===== src/rtl/mem_read_ctrl.sv =====
// Load-side RAM read sequencer: splits byte/half/word loads into 8-bit RAM reads and assembles them little-endian.
// Optional macro MEM_READ_CTRL_ABORT_EN: a request dropped to 00 while reading aborts the read.
module mem_read_ctrl #(
    parameter int ADDR_W = 17
) (
    input  logic              clk,
    input  logic              rst,
    input  logic [1:0]        req_size_i,
    input  logic [ADDR_W-1:0] req_addr_i,
    output logic [31:0]       data_o,
    output logic              data_valid_o,
    output logic              busy_o,
    output logic [ADDR_W-1:0] mem_a_o,
    input  logic [7:0]        mem_din_i,
    output logic              mem_wr_o
);

    typedef enum logic [1:0] {
        IDLE = 2'd0,
        READ = 2'd1,
        DONE = 2'd2
    } state_t;

    state_t            state_r;
    logic [ADDR_W-1:0] addr_r;
    logic [2:0]        n_r;
    logic [2:0]        k_r;
    logic [1:0]        j_r;
    logic              a_live_r;
    logic              d_live_r;
    logic [31:0]       asm_r;

    logic [2:0]        n_req_s;
    logic [31:0]       asm_next_s;
    logic              last_s;
    logic              abort_s;

    assign mem_wr_o = 1'b0;
    assign last_s   = ({1'b0, j_r} == (n_r - 3'd1));

`ifdef MEM_READ_CTRL_ABORT_EN
    assign abort_s = (req_size_i == 2'b00);
`else
    assign abort_s = 1'b0;
`endif

    // Byte count of the incoming request.
    always_comb begin
        n_req_s = 3'd0;
        case (req_size_i)
            2'b01:   n_req_s = 3'd1;
            2'b10:   n_req_s = 3'd2;
            2'b11:   n_req_s = 3'd4;
            default: n_req_s = 3'd0;
        endcase
    end

    // Assembly word with the arriving RAM byte placed in lane j.
    always_comb begin
        asm_next_s = asm_r;
        case (j_r)
            2'd0:    asm_next_s[7:0]   = mem_din_i;
            2'd1:    asm_next_s[15:8]  = mem_din_i;
            2'd2:    asm_next_s[23:16] = mem_din_i;
            2'd3:    asm_next_s[31:24] = mem_din_i;
            default: asm_next_s = asm_r;
        endcase
    end

    // Sequencer: a_live marks an address on the RAM this cycle, d_live marks its byte arriving.
    // Completion is folded into the last capture edge so busy drops and a new request is accepted in the pulse cycle.
    always_ff @(posedge clk) begin
        if (rst) begin
            state_r      <= IDLE;
            addr_r       <= {ADDR_W{1'b0}};
            n_r          <= 3'd0;
            k_r          <= 3'd0;
            j_r          <= 2'd0;
            a_live_r     <= 1'b0;
            d_live_r     <= 1'b0;
            asm_r        <= 32'd0;
            data_o       <= 32'd0;
            data_valid_o <= 1'b0;
            busy_o       <= 1'b0;
            mem_a_o      <= {ADDR_W{1'b0}};
        end else begin
            data_valid_o <= 1'b0;
            case (state_r)
                IDLE: begin
                    if (req_size_i != 2'b00) begin
                        addr_r   <= req_addr_i;
                        n_r      <= n_req_s;
                        asm_r    <= 32'd0;
                        mem_a_o  <= req_addr_i;
                        k_r      <= 3'd1;
                        j_r      <= 2'd0;
                        a_live_r <= 1'b1;
                        d_live_r <= 1'b0;
                        busy_o   <= 1'b1;
                        state_r  <= READ;
                    end else begin
                        a_live_r <= 1'b0;
                        d_live_r <= 1'b0;
                    end
                end
                READ: begin
                    if (abort_s) begin
                        a_live_r <= 1'b0;
                        d_live_r <= 1'b0;
                        busy_o   <= 1'b0;
                        state_r  <= IDLE;
                    end else begin
                        d_live_r <= a_live_r;
                        if (k_r < n_r) begin
                            mem_a_o  <= addr_r + ADDR_W'(k_r);
                            k_r      <= k_r + 3'd1;
                            a_live_r <= 1'b1;
                        end else begin
                            a_live_r <= 1'b0;
                        end
                        if (d_live_r) begin
                            asm_r <= asm_next_s;
                            j_r   <= j_r + 2'd1;
                            if (last_s) begin
                                data_o       <= asm_next_s;
                                data_valid_o <= 1'b1;
                                busy_o       <= 1'b0;
                                state_r      <= IDLE;
                            end else begin
                                state_r <= READ;
                            end
                        end else begin
                            state_r <= READ;
                        end
                    end
                end
                DONE: begin
                    busy_o  <= 1'b0;
                    state_r <= IDLE;
                end
                default: begin
                    busy_o  <= 1'b0;
                    state_r <= IDLE;
                end
            endcase
        end
    end

endmodule


===== config.mk =====
export PLATFORM = sky130hd
export DESIGN_NAME = mem_read_ctrl
export DESIGN_NICKNAME = d
export VERILOG_FILES = /design/src/rtl/mem_read_ctrl.sv
export SDC_FILE = /design/constraint.sdc
export NUM_CORES = 1
export LEC_CHECK = 0
export ABC_AREA = 1
export ABC_CLOCK_PERIOD_IN_PS = 2500
export BUFFER_PORTS_ARGS = -buffer_cell sky130_fd_sc_hd__buf_2
export CAP_MARGIN = 20
export CORE_MARGIN = 2
export CORE_UTILIZATION = 45
export CTS_CLUSTER_DIAMETER = 30
export DETAILED_ROUTE_END_ITERATION = 7
export PLACE_DENSITY = 0.63
export SLEW_MARGIN = 0
export SYNTH_ARGS = -nofsm -noshare
export SYNTH_HDL_FRONTEND = slang
export SYNTH_SLANG_ARGS = --single-unit

===== constraint.sdc =====
create_clock -name clk -period 2.5 [get_ports clk]
set_input_delay 0 -clock clk [delete_from_list [all_inputs] [get_ports clk]]
set_output_delay 0 -clock clk [all_outputs]
set_load 0.01 [all_outputs]

==> impl_metrics.py, run 1 <==
metrics = {
    "run_status": {
        "status": "finished, final reports clean",
    },
    "drt": {
        "route.vias.total": 4763,
        "totalWireLength_mm": 13.0,
        "initialDrtViolationCount": 253,
        "drc": 0,
        "vias_per_cell": 4.94,
        "first_pass_iters": 5,
        "wl_per_cell_um": 13.5,
        "ant_nets": 0,
    },
    "die": {
        "start_util_pct": 46.1,
        "die_w_um": 109,
        "die_height_um": 109,
        "num_rows": 38,
        "coreArea_um2": 10800,
        "die_area_um2": 11900,
        "ioPinCount": 81,
    },
    "placed_design": {
        "hpwlAfterDp_mm": 8.97,
        "dpl_cell_area_um2": 5420,
        "place.gp.congestion": 0.873,
        "port_buffers": 79,
    },
    "grt": {
        "antenna_found_initial": 0,
        "grt_pass1_wl_mm": 21.2,
        "grt_use_total_pct": 22.8,
        "overflow": 0,
        "grt_pass1_vias": 4674,
        "grt_max_degree": 43,
    },
    "finish": {
        "nNetsFinal": 861,
        "n_antenna_cell": 0,
        "n_fill_cell": 1067,
        "syn_to_final_growth_pct": 17.0,
        "multi_input_area_um2": 2410,
        "regArea_um2": 2220,
        "drive_gt1_share_pct": 13.3,
        "stdcell_area_um2": 5820,
    },
    "cts": {
        "clockRootBuffer": "clkbuf_8",
        "cts.sinks": 111,
        "post_cts_buffers": 0,
        "numCtsBuffers": 9,
        "cts.repair.resized": 0,
        "htreeDepth": 3,
        "cts_tree": "yes",
        "clk_latency_ps": 370,
        "clk_pin_slew_ps": 100,
        "cts.path.max_buffers": 2,
    },
    "yosys": {
        "yosysSeqAreaShare_pct": 44.6,
        "synthCells": 734,
        "ys_warn_count": 0,
        "synth-compound-area-share_pct": 8.52,
        "synth_top_family_by_area": "simple AND/OR/NAND/NOR gates",
        "syn-num-nets": 775,
        "synth-simple-area-share_pct": 35.2,
        "avgSynthCellArea_um2": 6.78,
        "synth_area_um2": 4980,
        "yosys.area_share.xor_xnor_pct": 0.880,
        "ys_ff_latch": 111,
        "synth_fa_ha_area_share_pct": 3.17,
        "synthMuxAreaShare_pct": 0.603,
        "synth.distinct_cells": 32,
    },
    "timing": {
        "whs_ps": 19.2,
        "max_freq_mhz": 519,
        "fin_crit_ps": 1930,
        "rsz0062_at_grt": "no",
        "worst_pin_slew_ps": 563,
        "period_share_pct": 77.0,
        "hold_viol": 0,
        "setup_viol": 0,
        "tns_ps": 0,
        "slew_violations": 0,
        "skew_ps": 11.0,
        "slew_headroom_pct": 62.4,
    },
    "pwr": {
        "powerDensity_nw_per_um2": 573,
        "power_mw": 3.34,
        "p_leak_nw": 2.78,
        "peakVddDrop_v": 0.000444,
    },
    "critical_path": {
        "critPathArrivalTime_ps": 2200,
        "path_max_fanout": 33,
        "cp-end-kind": "register",
        "critical_path_required_ps": 2770,
        "startpoint_type": "register",
        "path_class": "register to register",
    },
    "min_path": {
        "hold_path_class": "input pin to register",
    },
    "flow_run": {
        "maxCapViolations": 0,
    },
}
==> cell families after synthesis <==
logic type	after synthesis
xor gates and xnor gates	5
AOI/OAI and AO/OA	83
and+or+nand+nor	443
other	1
buffers and inverters	76
DFF	111
adders and majority gates	12
muxes	3
==> synth_stat cells, drive strengths merged <==
master / instances / area share, %
nand2: 362 / 28
dfxtp: 111 / 45
a21oi: 50 / 5.0
inv: 42 / 3.2
nor2: 40 / 3.3
nand3: 34 / 3.4
o21ai: 30 / 3.0
buf: 18 / 2.5
clkbuf: 13 / 0.98
ha: 11 / 2.8
clkinv: 3 / 0.25
mux2i: 3 / 0.60
nand4: 3 / 0.38
or2: 3 / 0.38
xor2: 3 / 0.53
xnor2: 2 / 0.35
a221oi: 1 / 0.18
conb: 1 / 0.075
fa: 1 / 0.40
nand3b: 1 / 0.15
o21a: 1 / 0.15
o21bai: 1 / 0.15
==> where the power goes <==
group / internal (mW) / switching, mW
clock: 0.465 / 0.607
sequential: 1.83 / 0.0509
combinational: 0.142 / 0.242
==> critical path, cell delays in order (launching register included) <==
cell and delay [ps]:
dfxtp_1 390, inv_1 80, ha_1 310, inv_1 60, nand2_1 40, nand2_1 50, nor2_1 40, nand2_1 70
nor2_2 40, nand2_1 70, clkinv_2 380, nand2_1 220, nand2_1 70
==> per-layer routing <==
layer	vias to the layer above	track usage, %	routed length (µm)
li1	2453	-	-
met1	2145	26.7	5670
met2	131	39.1	6210
met3	34	4.12	595
met4	0	13.0	517
met5	-	0	0
==> cells in the final DEF (no fill, tap or decap), types with 2 or more instances in the layout <==
| master | n |
|---|---|
| nand2_1 | 359 |
| dfxtp_1 | 111 |
| buf_2 | 79 |
| a21oi_1 | 50 |
| inv_1 | 40 |
| nor2_1 | 37 |
| nand3_1 | 34 |
| o21ai_0 | 30 |
| dlygate4sd3_1 | 21 |
| ha_1 | 11 |
| clkbuf_8 | 9 |
| buf_4 | 6 |
| nand4_1 | 3 |
| xor2_1 | 3 |
| mux2i_1 | 3 |
| inv_2 | 2 |
| nand2_4 | 2 |
| clkinv_1 | 2 |
| xnor2_1 | 2 |
| nor2_2 | 2 |
| clkinv_2 | 2 |
| or2_2 | 2 |
| clkbuf_1 | 2 |
| clkinvlp_4 | 2 |
==> worst paths after layout <==
kind / from / endpoint / slack (ps) / depth (start not counted)
setup / recovery: n_r[0] / data_o[17] / 570 / 12
hold reg to reg: a_live_r / d_live_r / 450 / 2
setup reg to reg: n_r[0] / data_o[17] / 570 / 12
hold / removal: mem_din_i[0] / data_o[24] / 20 / 5
==> flip-flops by register name, summed over array words and instances (netlist names) <==
signal / count
data_o: 32
busy_o: 1
addr_r: 17
n_r: 3
d_live_r: 1
mem_a_o: 17
k_r: 3
data_valid_o: 1
asm_r: 32
state_r: 1
a_live_r: 1
j_r: 2
==> cell type report <==
| type | instances | share of cell area, % |
|---|---|---|
| clock buffers | 11 | 2.26 |
| clock inverters | 5 | 1.01 |
| inverters | 45 | 2.92 |
| multi-input cells | 547 | 41.5 |
| flip-flops and latches | 111 | 38.2 |
| well taps | 140 | 3.01 |
| repair buffers | 106 | 11.2 |
==> stage by stage <==
stage / instances / setup slack [ps] / utilization [%]
floorplan: 734 / 806 / -
global placement: 928 / 630 / 50.2
detailed placement: 928 / 586 / 50.2
CTS: 965 / 557 / 53.9
global route: 965 / 396 / 53.9
finish: 965 / 574 / 53.9
==> timing repair <==
item	4_1_cts	5_1_grt
setup endpoints to repair	0	0
hold endpoints to repair	31	0
hold buffers	21	0
No activity file was read; power rests on OpenSTA's default activity.
==> run 2: changes to the inputs <==
- ABC_CLOCK_PERIOD_IN_PS: 2500 -> 1500
- PLACE_DENSITY: 0.63 -> 0.65
- clock period: 2.5 -> 1.5 ns (I/O delays scaled with it)
==> impl_metrics.py, run 2 (same netlist as run 1, synthesis figures left out) <==
metrics = {
    "timing": {
        "max_freq_mhz": 588,
        "setup_ws_ps": -202,
        "slew_headroom_pct": 63.7,
        "worst_pin_slew_ps": 542,
        "setup_viol": 55,
        "slew_violations": 0,
        "hold_viol": 0,
        "rsz0062_at_grt": "yes",
        "fin_crit_ps": 1700,
        "skew_ps": 23.5,
        "period_share_pct": 113,
    },
    "finish": {
        "multi_input_area_um2": 2820,
        "stdcell_count": 1010,
        "final_cell_mix": "314 x nand2_1, 100 x dfxtp_1, 79 x buf_2, 48 x a21oi_1",
        "final_core_util_pct": 63.0,
        "nNetsFinal": 906,
        "drive_gt1_share_pct": 30.0,
        "stdcell_area_um2": 6800,
        "syn_to_final_growth_pct": 36.7,
        "regArea_um2": 2240,
        "n_fill_cell": 940,
        "n_antenna_cell": 0,
        "final_common_cell": "nand2_1",
        "largestRegisters": "asm_r: 32 flops, data_o: 32 flops",
    },
    "die": {
        "die_w_um": 109,
        "num_rows": 38,
        "die_area_um2": 11900,
        "coreArea_um2": 10800,
        "ioPinCount": 81,
        "die_height_um": 109,
        "start_util_pct": 46.1,
    },
    "critical_path": {
        "startpoint_type": "register",
        "path_class": "register to register",
        "critPathArrivalTime_ps": 2030,
        "cp-end-kind": "register",
        "crit_start": "n_r[1]",
        "rr_startpoint": "n_r[1]",
        "critical_path_required_ps": 1830,
        "path_max_fanout": 8,
    },
    "min_path": {
        "hold_path_class": "input pin to register",
        "holdCritStartpoint": "mem_din_i[3]",
    },
    "flow_run": {
        "maxCapViolations": 0,
    },
    "placed_design": {
        "dpl_cell_area_um2": 5680,
        "placed_cells": 953,
        "place.gp.congestion": 0.928,
        "hpwlAfterDp_mm": 9.39,
        "port_buffers": 79,
    },
    "cts": {
        "cts_tree": "yes",
        "numCtsBuffers": 9,
        "cts.path.max_buffers": 2,
        "clk_pin_slew_ps": 100,
        "clockRootBuffer": "clkbuf_8",
        "cts.sinks": 111,
        "htreeDepth": 3,
        "clk_latency_ps": 390,
    },
    "grt": {
        "grt_pass1_vias": 4884,
        "grt_use_total_pct": 25.3,
        "grt_max_degree": 43,
        "antenna_found_initial": 0,
        "grt_pass1_wl_mm": 23.3,
        "overflow": 0,
    },
    "drt": {
        "initialDrtViolationCount": 282,
        "totalWireLength_mm": 15.3,
        "route.vias.total": 5147,
        "ant_nets": 0,
        "wl_per_cell_um": 15.1,
        "drc": 0,
        "first_pass_iters": 5,
        "vias_per_cell": 5.10,
    },
    "pwr": {
        "powerDensity_nw_per_um2": 854,
        "p_leak_nw": 3.27,
        "peakVddDrop_v": 0.000489,
    },
    "run_status": {
        "status": "finished with violations",
        "violations": "negative setup slack",
    },
}
## run 2: changes by cell type in the layout (fill, tap and decap cells not counted), sizes merged
cell	before	now
buf	85	130
bufinv	1	0
clkbuf	11	13
clkinv	5	4
clkinvlp	2	3
dlygate4sd3	21	19
inv	42	43
## run 2: through the flow
step	worst slack (ps)	setup TNS, ps	total power [mW]	hold WS [ps]
6_report	-202	-7540	5.81	22.0
5_1_grt	-309	-12650	6.04	31.9
4_1_cts	-117	-4260	5.69	12.2
3_5_place_dp	-160	-6320	3.87	264
3_3_place_gp	-119	-4330	3.86	269
2_1_floorplan	-46.4	-96.5	3.59	116
## run 2: timing repair
item                                   4_1_cts  5_1_grt
buffers inserted                            10        6
endpoints found under the hold margin       29        0
hold buffers                                19        0
pin swaps                                   15       31
cloned                                       3        3
setup endpoints to repair                   59       83
resized for setup                           50       89
## run 2: layout make-up
| cell class | instances | share of cell area [%] |
|---|---|---|
| well taps | 140 | 2.57 |
| clock buffers | 11 | 2.08 |
| repair buffers | 151 | 17.6 |
| multi-input cells | 547 | 41.4 |
| clock inverters | 5 | 0.607 |
| flip-flops and latches | 111 | 32.9 |
| inverters | 45 | 2.74 |
## run 2: where the power goes
group | internal [mW] | leakage [nW] | switching, mW | total (mW)
Clock | 0.671 | 0.0918 | 1.10 | 1.77
Sequential | 3.05 | 0.908 | 0.0954 | 3.15
Combinational | 0.385 | 2.27 | 0.508 | 0.894
Total | 4.11 | 3.27 | 1.70 | 5.81
## run 2: layer usage
layer	GRT usage (%)	up-vias	share of wire, %
met4	8.77	0	2.2
met5	0	-	0
li1	-	2554	-
met3	3.95	24	5.3
met2	44.9	174	51
met1	30.9	2395	41
## run 2: final timing paths
kind / slack (ps) / cells past startpoint / to
worst max register to register: -200 / 14 / data_o[21]
worst min register to register: 450 / 2 / data_o[28]
worst min-delay path: 20 / 5 / data_o[19]
worst max-delay path: -200 / 14 / data_o[21]
## run 2: critical path, cell delays in order (launching register included)
cell	delay, ps
dfxtp_2	350
inv_2	50
ha_4	270
inv_2	30
nand2_2	60
nand2_2	50
nor2_2	60
nand2_1	70
nor2_2	160
nand2_2	80
inv_4	100
buf_6	130
clkbuf_16	160
nand2_2	40
nand2_1	50
